[src/rtl/nvme_pcie_pkg.sv]
// Shared definitions for the NVMe PCIe control FIFO.
// Contents: the queued-entry layout (field offsets and total width),
// the fixed byte-enable used for doorbell entries, the rnw/cfgop
// encodings, the arbitration priority type, and a helper that packs
// the individual request fields into one flat entry word.
package nvme_pcie_pkg;

    // Entry layout, least significant field first.
    localparam int unsigned E_BE_LSB    = 0;
    localparam int unsigned E_BE_W      = 8;
    localparam int unsigned E_DATAP_LSB = 8;
    localparam int unsigned E_DATAP_W   = 8;
    localparam int unsigned E_DATA_LSB  = 16;
    localparam int unsigned E_DATA_W    = 64;
    localparam int unsigned E_ADDR_LSB  = 80;
    localparam int unsigned E_ADDR_W    = 64;
    localparam int unsigned E_TAG_LSB   = 144;
    localparam int unsigned E_TAG_W     = 6;
    localparam int unsigned E_CFGOP_BIT = 150;
    localparam int unsigned E_RNW_BIT   = 151;
    localparam int unsigned ENTRY_W     = 152;

    localparam logic [7:0] DB_BE = 8'h0F;

    localparam logic RNW_WRITE = 1'b0;
    localparam logic RNW_READ  = 1'b1;
    localparam logic CFGOP_MEM = 1'b0;
    localparam logic CFGOP_CFG = 1'b1;

    typedef enum logic {
        PRI_UC = 1'b0,
        PRI_DB = 1'b1
    } pri_e;

    function automatic logic [ENTRY_W-1:0] pack_entry(
        input logic        rnw,
        input logic        cfgop,
        input logic [5:0]  tag,
        input logic [63:0] addr,
        input logic [63:0] data,
        input logic [7:0]  datap,
        input logic [7:0]  be
    );
        logic [ENTRY_W-1:0] e;
        e = '0;
        e[E_RNW_BIT]                    = rnw;
        e[E_CFGOP_BIT]                  = cfgop;
        e[E_TAG_LSB   +: E_TAG_W]       = tag;
        e[E_ADDR_LSB  +: E_ADDR_W]      = addr;
        e[E_DATA_LSB  +: E_DATA_W]      = data;
        e[E_DATAP_LSB +: E_DATAP_W]     = datap;
        e[E_BE_LSB    +: E_BE_W]        = be;
        return e;
    endfunction

endpackage

[src/rtl/nvme_pcie_ctlff_if.sv]
// Handshake/bus bundle for the NVMe PCIe control FIFO.
// Groups the microcontroller request port (uc_ctlff_* / ctlff_uc_ack),
// the doorbell request port (db_ctlff_* / ctlff_db_ack), the requester
// stage port (ctlff_txrq_* / txrq_ctlff_ack) and the sticky parity
// error indication.
//   slave  : view taken by the FIFO itself
//   master : view taken by the surrounding logic / testbench
interface nvme_pcie_ctlff_if;

    logic        uc_ctlff_valid;
    logic        uc_ctlff_rnw;
    logic        uc_ctlff_cfgop;
    logic [5:0]  uc_ctlff_tag;
    logic [63:0] uc_ctlff_addr;
    logic [63:0] uc_ctlff_data;
    logic [7:0]  uc_ctlff_datap;
    logic [7:0]  uc_ctlff_be;
    logic        ctlff_uc_ack;

    logic        db_ctlff_valid;
    logic [63:0] db_ctlff_addr;
    logic [31:0] db_ctlff_data;
    logic        ctlff_db_ack;

    logic        ctlff_txrq_valid;
    logic        ctlff_txrq_rnw;
    logic        ctlff_txrq_cfgop;
    logic [5:0]  ctlff_txrq_tag;
    logic [63:0] ctlff_txrq_addr;
    logic [63:0] ctlff_txrq_data;
    logic [7:0]  ctlff_txrq_datap;
    logic [7:0]  ctlff_txrq_be;
    logic        txrq_ctlff_ack;

    logic        ctlff_perror_ind;

    modport slave (
        input  uc_ctlff_valid, uc_ctlff_rnw, uc_ctlff_cfgop, uc_ctlff_tag,
               uc_ctlff_addr, uc_ctlff_data, uc_ctlff_datap, uc_ctlff_be,
        output ctlff_uc_ack,
        input  db_ctlff_valid, db_ctlff_addr, db_ctlff_data,
        output ctlff_db_ack,
        output ctlff_txrq_valid, ctlff_txrq_rnw, ctlff_txrq_cfgop, ctlff_txrq_tag,
               ctlff_txrq_addr, ctlff_txrq_data, ctlff_txrq_datap, ctlff_txrq_be,
        input  txrq_ctlff_ack,
        output ctlff_perror_ind
    );

    modport master (
        output uc_ctlff_valid, uc_ctlff_rnw, uc_ctlff_cfgop, uc_ctlff_tag,
               uc_ctlff_addr, uc_ctlff_data, uc_ctlff_datap, uc_ctlff_be,
        input  ctlff_uc_ack,
        output db_ctlff_valid, db_ctlff_addr, db_ctlff_data,
        input  ctlff_db_ack,
        input  ctlff_txrq_valid, ctlff_txrq_rnw, ctlff_txrq_cfgop, ctlff_txrq_tag,
               ctlff_txrq_addr, ctlff_txrq_data, ctlff_txrq_datap, ctlff_txrq_be,
        output txrq_ctlff_ack,
        input  ctlff_perror_ind
    );

endinterface

[src/rtl/nvme_pcie_ctlff_pgen.sv]
// nvme_pgen: per-group parity generator.
// Produces one parity bit per BITS_PER_PARITY_BIT-wide slice of data_i.
// With ODDPAR=1 each bit is chosen so that slice plus parity bit holds
// an odd number of ones; with ODDPAR=0 even parity is produced.
// Ports:
//   data_i  [WIDTH]                        data to cover
//   par_o   [WIDTH/BITS_PER_PARITY_BIT]    generated parity bits
module nvme_pgen #(
    parameter int unsigned WIDTH               = 64,
    parameter int unsigned BITS_PER_PARITY_BIT = 8,
    parameter bit          ODDPAR              = 1'b1
) (
    input  logic [WIDTH-1:0]                     data_i,
    output logic [WIDTH/BITS_PER_PARITY_BIT-1:0] par_o
);

    localparam int unsigned NPAR = WIDTH / BITS_PER_PARITY_BIT;

    always_comb begin
        par_o = '0;
        for (int unsigned g = 0; g < NPAR; g++) begin
            par_o[g] = (^data_i[g*BITS_PER_PARITY_BIT +: BITS_PER_PARITY_BIT]) ^ ODDPAR;
        end
    end

endmodule

[src/rtl/nvme_pcie_ctlff.sv]
// nvme_pcie_ctlff: control request FIFO in front of the PCIe requester.
// Two request sources (microcontroller, queue doorbell) are arbitrated
// round-robin into a DEPTH-entry circular buffer; the head entry is
// presented to the requester stage and popped on its ack.
// Ports:
//   user_clk      sole clock
//   user_reset_n  asynchronous active-low reset
//   bus           nvme_pcie_ctlff_if.slave: both request ports with their
//                 combinational acks, the requester-stage port and the
//                 sticky parity error indication
module nvme_pcie_ctlff
    import nvme_pcie_pkg::*;
#(
    parameter int unsigned DEPTH               = 4,
    parameter int unsigned bits_per_parity_bit = 8
) (
    input  logic                 user_clk,
    input  logic                 user_reset_n,
    nvme_pcie_ctlff_if.slave     bus
);

    localparam int unsigned PTR_W = (DEPTH > 1) ? $clog2(DEPTH) : 1;
    localparam int unsigned CNT_W = $clog2(DEPTH + 1);
    localparam int unsigned NPAR  = 64 / bits_per_parity_bit;

    logic [ENTRY_W-1:0] mem_q [DEPTH];

    logic [PTR_W-1:0] wr_ptr_q, wr_ptr_d;
    logic [PTR_W-1:0] rd_ptr_q, rd_ptr_d;
    logic [CNT_W-1:0] count_q, count_d;
    pri_e             pri_q, pri_d;
    logic             perror_q, perror_d;

    logic             full, empty;
    logic             uc_win, db_win;
    logic             uc_ack, db_ack;
    logic             push, pop;
    logic [63:0]      db_data64;
    logic [63:0]      par_in;
    logic [NPAR-1:0]  par_out;
    logic [7:0]       gen_par;
    logic [ENTRY_W-1:0] push_entry;
    logic [ENTRY_W-1:0] head;

    assign full  = (count_q == CNT_W'(DEPTH));
    assign empty = (count_q == '0);

    // Priority only decides when both sources are valid; a lone source wins.
    assign uc_win = bus.uc_ctlff_valid & (~bus.db_ctlff_valid | (pri_q == PRI_UC));
    assign db_win = bus.db_ctlff_valid & ~uc_win;

    // Reset gating keeps both acks low while user_reset_n is held.
    assign uc_ack = uc_win & ~full & user_reset_n;
    assign db_ack = db_win & ~full & user_reset_n;

    assign push = uc_ack | db_ack;
    assign pop  = bus.txrq_ctlff_ack & ~empty;

    assign db_data64 = {32'h0, bus.db_ctlff_data};

    // One parity generator serves both paths: it checks the microcontroller
    // data when that source wins, otherwise it builds the doorbell datap.
    assign par_in = uc_win ? bus.uc_ctlff_data : db_data64;

    nvme_pgen #(
        .WIDTH               (64),
        .BITS_PER_PARITY_BIT (bits_per_parity_bit),
        .ODDPAR              (1'b1)
    ) u_pgen (
        .data_i (par_in),
        .par_o  (par_out)
    );

    assign gen_par = 8'(par_out);

    always_comb begin
        push_entry = '0;
        if (uc_win) begin
            push_entry = pack_entry(bus.uc_ctlff_rnw, bus.uc_ctlff_cfgop, bus.uc_ctlff_tag,
                                    bus.uc_ctlff_addr, bus.uc_ctlff_data,
                                    bus.uc_ctlff_datap, bus.uc_ctlff_be);
        end else begin
            push_entry = pack_entry(RNW_WRITE, CFGOP_MEM, 6'h00, bus.db_ctlff_addr,
                                    db_data64, gen_par, DB_BE);
        end
    end

    always_comb begin
        wr_ptr_d = wr_ptr_q;
        rd_ptr_d = rd_ptr_q;
        count_d  = count_q;
        pri_d    = pri_q;
        perror_d = perror_q;

        if (push) wr_ptr_d = wr_ptr_q + PTR_W'(1);
        if (pop)  rd_ptr_d = rd_ptr_q + PTR_W'(1);

        unique case ({push, pop})
            2'b10:   count_d = count_q + CNT_W'(1);
            2'b01:   count_d = count_q - CNT_W'(1);
            default: count_d = count_q;
        endcase

        if (uc_ack) pri_d = PRI_DB;
        if (db_ack) pri_d = PRI_UC;

        if (uc_ack && (gen_par != bus.uc_ctlff_datap)) perror_d = 1'b1;
    end

    always_ff @(posedge user_clk or negedge user_reset_n) begin
        if (!user_reset_n) begin
            wr_ptr_q <= '0;
            rd_ptr_q <= '0;
            count_q  <= '0;
            pri_q    <= PRI_UC;
            perror_q <= 1'b0;
        end else begin
            wr_ptr_q <= wr_ptr_d;
            rd_ptr_q <= rd_ptr_d;
            count_q  <= count_d;
            pri_q    <= pri_d;
            perror_q <= perror_d;
        end
    end

    // Storage needs no reset: occupancy gates everything that is presented.
    always_ff @(posedge user_clk) begin
        if (push) mem_q[wr_ptr_q] <= push_entry;
    end

    // Head fields read as zero whenever nothing valid is queued (incl. reset).
    assign head = empty ? '0 : mem_q[rd_ptr_q];

    assign bus.ctlff_uc_ack     = uc_ack;
    assign bus.ctlff_db_ack     = db_ack;
    assign bus.ctlff_txrq_valid = ~empty;
    assign bus.ctlff_txrq_rnw   = head[E_RNW_BIT];
    assign bus.ctlff_txrq_cfgop = head[E_CFGOP_BIT];
    assign bus.ctlff_txrq_tag   = head[E_TAG_LSB   +: E_TAG_W];
    assign bus.ctlff_txrq_addr  = head[E_ADDR_LSB  +: E_ADDR_W];
    assign bus.ctlff_txrq_data  = head[E_DATA_LSB  +: E_DATA_W];
    assign bus.ctlff_txrq_datap = head[E_DATAP_LSB +: E_DATAP_W];
    assign bus.ctlff_txrq_be    = head[E_BE_LSB    +: E_BE_W];
    assign bus.ctlff_perror_ind = perror_q;

endmodule
[src/flat_wrapper.sv]
// flat-port wrapper written by rule: the top's interface ports become plain ports
module nvme_pcie_ctlff_flat import nvme_pcie_pkg::*;
#(
    parameter int unsigned DEPTH               = 4,
    parameter int unsigned bits_per_parity_bit = 8
)
  (user_clk, user_reset_n, bus_uc_ctlff_valid, bus_uc_ctlff_rnw, bus_uc_ctlff_cfgop, bus_uc_ctlff_tag, bus_uc_ctlff_addr, bus_uc_ctlff_data, bus_uc_ctlff_datap, bus_uc_ctlff_be, bus_ctlff_uc_ack, bus_db_ctlff_valid, bus_db_ctlff_addr, bus_db_ctlff_data, bus_ctlff_db_ack, bus_ctlff_txrq_valid, bus_ctlff_txrq_rnw, bus_ctlff_txrq_cfgop, bus_ctlff_txrq_tag, bus_ctlff_txrq_addr, bus_ctlff_txrq_data, bus_ctlff_txrq_datap, bus_ctlff_txrq_be, bus_txrq_ctlff_ack, bus_ctlff_perror_ind);
  nvme_pcie_ctlff_if bus_i ();
  input  logic user_clk;
  input  logic user_reset_n;
  input wire logic [$bits(bus_i.uc_ctlff_valid)-1:0] bus_uc_ctlff_valid;
  input wire logic [$bits(bus_i.uc_ctlff_rnw)-1:0] bus_uc_ctlff_rnw;
  input wire logic [$bits(bus_i.uc_ctlff_cfgop)-1:0] bus_uc_ctlff_cfgop;
  input wire logic [$bits(bus_i.uc_ctlff_tag)-1:0] bus_uc_ctlff_tag;
  input wire logic [$bits(bus_i.uc_ctlff_addr)-1:0] bus_uc_ctlff_addr;
  input wire logic [$bits(bus_i.uc_ctlff_data)-1:0] bus_uc_ctlff_data;
  input wire logic [$bits(bus_i.uc_ctlff_datap)-1:0] bus_uc_ctlff_datap;
  input wire logic [$bits(bus_i.uc_ctlff_be)-1:0] bus_uc_ctlff_be;
  output wire logic [$bits(bus_i.ctlff_uc_ack)-1:0] bus_ctlff_uc_ack;
  input wire logic [$bits(bus_i.db_ctlff_valid)-1:0] bus_db_ctlff_valid;
  input wire logic [$bits(bus_i.db_ctlff_addr)-1:0] bus_db_ctlff_addr;
  input wire logic [$bits(bus_i.db_ctlff_data)-1:0] bus_db_ctlff_data;
  output wire logic [$bits(bus_i.ctlff_db_ack)-1:0] bus_ctlff_db_ack;
  output wire logic [$bits(bus_i.ctlff_txrq_valid)-1:0] bus_ctlff_txrq_valid;
  output wire logic [$bits(bus_i.ctlff_txrq_rnw)-1:0] bus_ctlff_txrq_rnw;
  output wire logic [$bits(bus_i.ctlff_txrq_cfgop)-1:0] bus_ctlff_txrq_cfgop;
  output wire logic [$bits(bus_i.ctlff_txrq_tag)-1:0] bus_ctlff_txrq_tag;
  output wire logic [$bits(bus_i.ctlff_txrq_addr)-1:0] bus_ctlff_txrq_addr;
  output wire logic [$bits(bus_i.ctlff_txrq_data)-1:0] bus_ctlff_txrq_data;
  output wire logic [$bits(bus_i.ctlff_txrq_datap)-1:0] bus_ctlff_txrq_datap;
  output wire logic [$bits(bus_i.ctlff_txrq_be)-1:0] bus_ctlff_txrq_be;
  input wire logic [$bits(bus_i.txrq_ctlff_ack)-1:0] bus_txrq_ctlff_ack;
  output wire logic [$bits(bus_i.ctlff_perror_ind)-1:0] bus_ctlff_perror_ind;
  assign bus_i.uc_ctlff_valid = bus_uc_ctlff_valid;
  assign bus_i.uc_ctlff_rnw = bus_uc_ctlff_rnw;
  assign bus_i.uc_ctlff_cfgop = bus_uc_ctlff_cfgop;
  assign bus_i.uc_ctlff_tag = bus_uc_ctlff_tag;
  assign bus_i.uc_ctlff_addr = bus_uc_ctlff_addr;
  assign bus_i.uc_ctlff_data = bus_uc_ctlff_data;
  assign bus_i.uc_ctlff_datap = bus_uc_ctlff_datap;
  assign bus_i.uc_ctlff_be = bus_uc_ctlff_be;
  assign bus_ctlff_uc_ack = bus_i.ctlff_uc_ack;
  assign bus_i.db_ctlff_valid = bus_db_ctlff_valid;
  assign bus_i.db_ctlff_addr = bus_db_ctlff_addr;
  assign bus_i.db_ctlff_data = bus_db_ctlff_data;
  assign bus_ctlff_db_ack = bus_i.ctlff_db_ack;
  assign bus_ctlff_txrq_valid = bus_i.ctlff_txrq_valid;
  assign bus_ctlff_txrq_rnw = bus_i.ctlff_txrq_rnw;
  assign bus_ctlff_txrq_cfgop = bus_i.ctlff_txrq_cfgop;
  assign bus_ctlff_txrq_tag = bus_i.ctlff_txrq_tag;
  assign bus_ctlff_txrq_addr = bus_i.ctlff_txrq_addr;
  assign bus_ctlff_txrq_data = bus_i.ctlff_txrq_data;
  assign bus_ctlff_txrq_datap = bus_i.ctlff_txrq_datap;
  assign bus_ctlff_txrq_be = bus_i.ctlff_txrq_be;
  assign bus_i.txrq_ctlff_ack = bus_txrq_ctlff_ack;
  assign bus_ctlff_perror_ind = bus_i.ctlff_perror_ind;
  nvme_pcie_ctlff #(.DEPTH(DEPTH), .bits_per_parity_bit(bits_per_parity_bit)) u_core (.user_clk(user_clk), .user_reset_n(user_reset_n), .bus(bus_i));
endmodule
[config.mk]
export PLATFORM = sky130hd
export DESIGN_NAME = nvme_pcie_ctlff_flat
export DESIGN_NICKNAME = d
export VERILOG_FILES = /design/src/rtl/nvme_pcie_pkg.sv /design/src/rtl/nvme_pcie_ctlff_if.sv /design/src/rtl/nvme_pcie_ctlff_pgen.sv /design/src/rtl/nvme_pcie_ctlff.sv /design/src/flat_wrapper.sv
export SDC_FILE = /design/constraint.sdc
export NUM_CORES = 1
export LEC_CHECK = 0
export ABC_AREA = 1
export BUFFER_PORTS_ARGS = -buffer_cell sky130_fd_sc_hd__buf_2
export CORE_ASPECT_RATIO = 1.4
export CORE_MARGIN = 5
export CORE_UTILIZATION = 42
export DETAILED_ROUTE_END_ITERATION = 12
export SYNTH_ARGS = -nofsm -noshare
export SYNTH_HDL_FRONTEND = slang
export SYNTH_HIERARCHICAL = 1
export SYNTH_SLANG_ARGS = --single-unit
[constraint.sdc]
create_clock -name user_clk -period 11.9 [get_ports user_clk]
set_input_delay 0.595 -clock user_clk [delete_from_list [all_inputs] [get_ports user_clk]]
set_output_delay 0.595 -clock user_clk [all_outputs]
set_load 0.02 [all_outputs]
# After elaboration in Yosys (flattened, before gate mapping)
# Memory sizes are Yosys's and may differ from the RTL's.
# Index checks and enable logic that the tools add are counted.
[word_totals]
reg_bits = 9
word_cells = 56
mem_count = 1
output_inout_bits = 156
in_bits = 253
mem_bits_rw = 608
[op_classes]
reduce_logical = 12
mux = 8
bitwise = 22
addsub = 4
eq_ne = 4
[memory_table]
columns = ["name", "depth", "width", "rd", "rd_clocked_by_memory_dff", "write_ports", "line_no", "rtl"]
rows = [
  ["u_core.mem_q", 4, 152, 1, 0, 1, "nvme_pcie_ctlff.sv:26", "logic [ENTRY_W-1:0] mem_q [DEPTH];"],
]
[op_table]
columns = ["operator", "n"]
rows = [
  ["152-bit two-way mux", 2],
  ["64-bit two-way mux", 1],
  ["8-bit parity", 8],
  ["1-bit inverter", 13],
  ["8-bit != test", 1],
  ["1-bit AND", 7],
  ["3-bit case mux with 2 select lines", 1],
  ["2-bit by 1-bit adder with 2-bit output, second input constant", 2],
  ["1-bit two-way mux", 4],
  ["2-bit nonzero test", 2],
  ["3-bit by 1-bit adder with 3-bit output, second input constant", 1],
  ["3-bit == test, second input constant", 1],
  ["3-bit zero test", 1],
  ["3-bit by 1-bit subtractor with 3-bit output, second input constant", 1],
  ["2-bit by 1-bit == test with 1-bit output, second input constant", 1],
  ["2-bit == test, second input constant", 1],
  ["1-bit OR", 2],
  ["1-bit logical AND", 1],
]

# Logic depth before layout (Yosys ltp)
# Gate-level depths: netlist (run 1).
[logic_depth]
ltp_word = 10
ltp_mapped = 23
depth_no_buf = 21

# By module
# The synthesis (run 1) kept the hierarchy.
[modules_own_cells]
columns = ["mod", "seq_area_each_um2", "n_inst", "area_per_inst_um2", "cells_each"]
rows = [
  ["nvme_pcie_ctlff", 18482.7, 1, 25748.4, 2308],
  ["nvme_pgen", 0.0, 1, 1161.1, 296],
]

# Least setup slack after synthesis (run 1)
# No wires, ideal clock.
[synth_path]
kind = "input port to flip-flop"
from = "input port bus_db_ctlff_valid"
to = "memory u_core.mem_q[0][0], enable pin"
setup_time_ps = 665
slack_ps = 3811
path_buffers = 0
cell_stages = 7
t_arrival_ps = 7423
required_ps = 11235
cell_sequence = "nand2_1 -> nand2_1 -> inv_1 -> nand3_1 -> nand2_1 -> inv_1 -> nor2_1"
[synth_between]
elab_chain_cells = 10
word_cells_on_any_way = 12
cone_classes = "2 x mux; 10 x bitwise"
[synth_lines]
columns = ["item", "line_no", "rtl"]
rows = [
  ["start, declared", "flat_wrapper.sv:20", "input wire logic [$bits(bus_i.db_ctlff_valid)-1:0] bus_db_ctlff_valid;"],
  ["1-bit inverter", "nvme_pcie_ctlff.sv:49", "assign uc_win = bus.uc_ctlff_valid & (~bus.db_ctlff_valid | (pri_q == PRI_UC));"],
  ["1-bit OR", "nvme_pcie_ctlff.sv:49", ""],
  ["1-bit AND", "nvme_pcie_ctlff.sv:49", ""],
  ["1-bit inverter", "nvme_pcie_ctlff.sv:50", "assign db_win = bus.db_ctlff_valid & ~uc_win;"],
  ["1-bit AND", "nvme_pcie_ctlff.sv:50", ""],
  ["1-bit AND (2 in series)", "nvme_pcie_ctlff.sv:54", "assign db_ack = db_win & ~full & user_reset_n;"],
  ["1-bit OR (*)", "nvme_pcie_ctlff.sv:56", "assign push = uc_ack | db_ack;"],
  ["1-bit two-way mux (*)", "nvme_pcie_ctlff.sv:128", "if (push) mem_q[wr_ptr_q] <= push_entry;"],
  ["1-bit two-way mux (not written as such) (*)", "nvme_pcie_ctlff.sv:128", ""],
  ["end, declared", "nvme_pcie_ctlff.sv:26", ""],
]
# Mark *: on every way between the ends. The rest lies on a longest branch, timed or not.

# Final worst setup path (run 1)
[layout_path]
from = "register u_core.rd_ptr_q[0]"
to = "output port bus_ctlff_txrq_datap[3]"
[layout_between]
elab_chain_cells = 2
[layout_lines]
columns = ["item", "line_no", "rtl"]
rows = [
  ["start, declared", "nvme_pcie_ctlff.sv:29", "logic [PTR_W-1:0] rd_ptr_q, rd_ptr_d;"],
  ["start signal, assigned", "nvme_pcie_ctlff.sv:119", "rd_ptr_q <= rd_ptr_d;"],
  ["memory 4 x 152 bit", "-", ""],
  ["152-bit two-way mux", "nvme_pcie_ctlff.sv:132", "assign head = empty ? '0 : mem_q[rd_ptr_q];"],
  ["end, declared", "flat_wrapper.sv:30", "output wire logic [$bits(bus_i.ctlff_txrq_datap)-1:0] bus_ctlff_txrq_datap;"],
]
# No other way between the ends.

==> results of run 1 <==
==> report_power, final <==
group          internal [mW]  switching [mW]
Sequential              2.82           0.120
Clock                   1.10           0.778
Combinational          0.943            2.54
Total                   4.87            3.44
==> layer usage <==
layer	track usage, %	wire length [um]	vias up
li1	-	-	9389
met1	26.7	30600	9361
met2	34.4	35600	620
met3	3.68	4910	93
met4	5.56	1680	0
met5	0	0	-
==> flip-flops by register name (all words and copies together) (netlist names) <==
name and flops:
u_core/bus.ctlff_perror_ind 1, u_core/mem_q 608, u_core/rd_ptr_q 2, u_core/pri_q 1, u_core/count_q 3, u_core/wr_ptr_q 2
==> kinds of logic after synthesis <==
kind of cell | after synthesis | share of synthesized area, %
DFF | 617 | 68.7
xor gates and xnor gates | 17 | 0.553
and+or+nand+nor | 1216 | 17.1
AOI/OAI and AO/OA | 463 | 8.61
adders and majority gates | 6 | 0.307
buffers and inverters | 285 | 4.78
==> cell type report <==
type,instances,area (um^2)
fill,5702,31900
sequential,617,18500
multi-input combinational,1702,7180
timing repair buffer,433,2230
clock buffer,73,1530
tap,832,1040
inverter,140,541
clock inverter,35,402
==> cell usage in the layout (no fill, tap or decap), types with 2 or more instances in the layout <==
master     netlist  routed
a21oi_1        153     153
buf_2           62     408
buf_4           21      24
bufinv_16        0       9
clkbuf_1        36      14
clkbuf_16        0      59
clkinv_1         0      13
clkinv_2         0      10
dfrtp_1          9       7
dfrtp_4          0       2
edfxtp_1       608     608
ha_1             5       5
inv_1          138     137
inv_6            0       2
nand2_1        525     524
nand3_1         10      10
nor2_1         675     671
nor2_4           0       4
o21ai_0        140     140
o21ai_1        170     170
or2_2            4       4
xnor2_1         15      15
xor2_1           2       2
==> worst max-delay path, cell delays in order, from the launching register on <==
cell and delay [ns]:
dfrtp_4 0.65, inv_8 0.64, buf_4 1.01, o21ai_0 0.24, a21oi_1 0.39, buf_2 0.24
==> stage by stage <==
stage / power, mW / area [um^2]
floorplan: 5.35 / 26900
global placement: 6.47 / 29500
detailed placement: 6.52 / 29500
CTS: 8.42 / 31400
global route: 8.82 / 31400
finish: 8.30 / 31400
==> path summary, 6_finish.rpt <==
check | endpoint | startpoint
max | bus_ctlff_txrq_datap[3] | u_core/rd_ptr_q[0]
min | u_core/mem_q[1][2] | bus_uc_ctlff_be[2]
max reg2reg | u_core/mem_q[3][140] | u_core/pri_q
min reg2reg | u_core/pri_q | u_core/pri_q
max in group asynchronous | u_core/rd_ptr_q[1] | user_reset_n
min in group asynchronous | u_core/rd_ptr_q[0] | user_reset_n
==> run metrics, run 1 <==
CTS tree=done; cells after synthesis=2604; # DRC=0; CTS Buffer Depth=3; post-synth top area cell=edfxtp_1; synth top area cells=edfxtp_1, nor2_1, nand2_1; Syn Nets=2863; Max Cap Viol=0; CP Launch Type=flop; number of buffers added on ports=408; Total GRT Usage=20.2%; Reg2Reg Depth=9; top-area cell type share of the netlist area=67.8%; period utilization=around two fifths; total grt overflow=0; count of final hold-check violations=0; final-report max-slew violation count=0; relative slew slack=19.2%; non-filler cells, final=3832; Distinct cells, synth=24; EDFF count, synth=slightly above 600; average routed wire per standard cell=19.0 um; worst-path maximum fanout=193; vias in the first global route=19288; Setup CP Type=flop to output port; Leak Pwr=12.5 nW; Final Wtd Congestion=0.800; #FFs+latches synth=617; WP data required=roughly 11 ns; clock slew at reported path FFs=0.06 ns; Warnings, synthesis=6; CTS Buf Count=57; pwr/cell area=264 nW/um^2; Synth Area per Inst=10.3 um^2; Setup Viol. Count Final=0; final wirelength=~73000 um; CP endpoint kind=output port; DR vias=between 15000 and 20000; actual slew at the worst max-slew pin=1.21 ns; Layout Nets=3210; Die Width=between 200 and 250 um; largest net degree at the start of global routing=194; FP Rows=roughly 110; Via density=5.08; clk_lat worst skew=approximately 0.6 ns; first-pass GRT wire length=roughly 110000 um; R2R Setup Slk=7.18 ns; P&R area growth vs syn=16.7%; crit path DAT=approximately 4.2 ns; DR pass1 iterations=5; Hold Buf Count CTS=1; worst min path class=input port to flop; pre-CTS setup slack=6.78 ns; asr flop ratio synth=1.46%; antenna violations before repair=1; top-count cell post-synth=nor2_1; CTS root buf=clkbuf_16; share of cells above drive strength 1=17.6%; antenna diode count=0; htree depth=2; initial core utilization=42.5%; drt initial violations=1423; Finished Core Util=49.6%; top_reg_cell synth=edfxtp_1; Core Region=approximately 63000 um^2; clock skew=0.0195 ns; DIE AREA=69300 um^2; sequential area share after synthesis=about 69%; CTS-repair resized insts=0; DP Wirelength=around 44000 um; Post-synth top cells=nor2_1, edfxtp_1, nand2_1; WHS=0.311 ns; unrepaired setup endpoints after global routing=no; status=finished, final reports clean; Post-CTS Setup Inserts=0; min cycle time layout=4.79 ns; post-route antenna net violation count=0; setup ws final=7.11 ns; Syn Std Cell Area=26900 um^2; fmax=209 MHz; final setup TNS=0 ns; Inst Count DP=3723; CTS Sinks=between 600 and 700; IO Pins=409; Peak VDD IR=0.000248 V; Die Height=between 300 and 400 um; worst hold stages=2
(Power assumes the default switching activity.)
==> run 2, diff against run 1 <==
==> constraint.sdc (replaced) <==
create_clock -name user_clk -period 4 [get_ports user_clk]
set_input_delay 0.2 -clock user_clk [delete_from_list [all_inputs] [get_ports user_clk]]
set_output_delay 0.2 -clock user_clk [all_outputs]
set_load 0.02 [all_outputs]
==> run 2 against run 1 <==
First-iteration DRC count decreased by 5.3%. Sequential power grew to 2.9 times the previous value. Highest routed layer unchanged. Critical path type unchanged. Worst hold slack got worse by 0.28 ns.
==> run metrics, run 2 (synthesis gave the netlist of run 1 again) <==
number of buffers added on ports=408; antenna violations before repair=1; status=finished, final reports clean; final wirelength=roughly 74000 um; largest net degree at the start of global routing=approximately 210; DIE AREA=69300 um^2; Setup CP Type=flop to output port; clock slew at reported path FFs=0.06 ns; Filler cells=between 5000 and 6000; actual slew at the worst max-slew pin=roughly 1.3 ns; CTS Buffer Depth=3; clk_lat worst skew=~0.60 ns; count of final hold-check violations=0; first-pass GRT wire length=around 110000 um; worst-path maximum fanout=212; P&R area growth vs syn=23.8%; fmax=315 MHz; clock skew=0.0100 ns; Biggest register=u_core/mem_q; initial core utilization=42.5%; Total GRT Usage=between 20% and 30%; total grt overflow=0; Die Width=224 um; Max Cap Viol=0; max reg flops=608; CP Launch Type=flop; Design Area, Final=around 33000 um^2; DR pass1 iterations=8; CTS Sinks=617; Final Wtd Congestion=approximately 0.78; CP endpoint kind=output port; worst min path class=input port to flop; relative slew slack=14.4%; drt initial violations=about 1300; final setup TNS=0 ns; Peak VDD IR=approximately 0.00085 V; share of cells above drive strength 1=16.9%; final-report max-slew violation count=0; IO Pins=409; pwr/cell area=744 nW/um^2; Leak Pwr=approximately 13 nW; post-route antenna net violation count=0; Multi-input gate area=7180 um^2; FF+latch area=18500 um^2; CTS root buf=clkbuf_16; vias in the first global route=20202; period utilization=79.3%; Via density=5.00; WHS=about 0.027 ns; most common cell after layout, fill and taps aside=nor2_1; setup ws final=~0.83 ns; DR vias=20056; # DRC=0; Core Region=63300 um^2; min cycle time layout=around 3.2 ns; average routed wire per standard cell=18.5 um; leading cell types in the layout, fill and taps excluded=nor2_1, edfxtp_1, nand2_1; Layout Nets=3391; htree depth=2; crit path DAT=2.97 ns; Setup Viol. Count Final=0; pre-CTS setup slack=1.27 ns; Post-CTS Setup Inserts=0; DP Wirelength=43700 um; CTS tree=done; unrepaired setup endpoints after global routing=no; WP data required=3.80 ns; biggest regs=u_core/mem_q (608), u_core/count_q (3); CTS Buf Count=56; FP Rows=109; Post-DP Area=a little under 30000 um^2; Die Height=309 um
==> run 2: path summary, 6_finish.rpt <==
path	cells past startpoint	from	to	slack [ns]
setup / recovery	6	u_core/rd_ptr_q[0]	bus_ctlff_txrq_datap[2]	0.83
hold reg to reg	2	u_core/pri_q	u_core/pri_q	0.48
setup reg to reg	8	u_core/pri_q	u_core/mem_q[0][21]	1.30
min in group asynchronous	3	user_reset_n	u_core/rd_ptr_q[0]	0.71
max in group asynchronous	3	user_reset_n	u_core/rd_ptr_q[1]	2.88
hold / removal	3	bus_uc_ctlff_addr[2]	u_core/mem_q[2][82]	0.03
==> run 2: worst max-delay path: stages, from the launching register on <==
cell	delay, ns
dfrtp_4	0.47
buf_12	0.48
nor2_1	0.12
nor2_1	0.15
o21ai_0	0.12
a21oi_1	0.33
buf_2	0.24
==> run 2: where the power goes <==
| group | internal (mW) | switching, mW |
|---|---|---|
| sequential | 8.37 | 0.219 |
| clock | 3.00 | 2.27 |
| combinational | 3.21 | 7.71 |
==> run 2: through the flow <==
step,total power [mW],cells,utilization [%]
floorplan,15.8,2604,-
global placement,19.4,3735,47.1
detailed placement,19.6,3735,47.1
CTS,25.1,4007,52.6
global route,26.3,4007,52.6
finish,24.8,4008,52.6
==> run 2: what timing repair did <==
item	in CTS	in global routing
resized for setup	0	0
hold buffers	171	0
endpoints found under the hold margin	406	0
==> run 2: final cells by class <==
| cell class | count | area share (%) |
|---|---|---|
| Multi-Input combinational cell | 1702 | 21.6 |
| Tap cell | 832 | 3.13 |
| Inverter | 140 | 1.62 |
| Clock inverter | 30 | 0.924 |
| Antenna cell | 1 | 0.00751 |
| Clock buffer | 71 | 4.44 |
| Timing Repair Buffer | 615 | 12.8 |
| Sequential cell | 617 | 55.5 |
==> run 2: metal layers <==
metal  vias to the layer above  GRT usage, %  part of all wire (%)
met5                         -             0                     0
met3                        98          3.41                   6.2
met1                      9574          26.7                    42
met4                         0          6.19                   2.5
met2                       633          35.9                    50
li1                       9751             -                     -
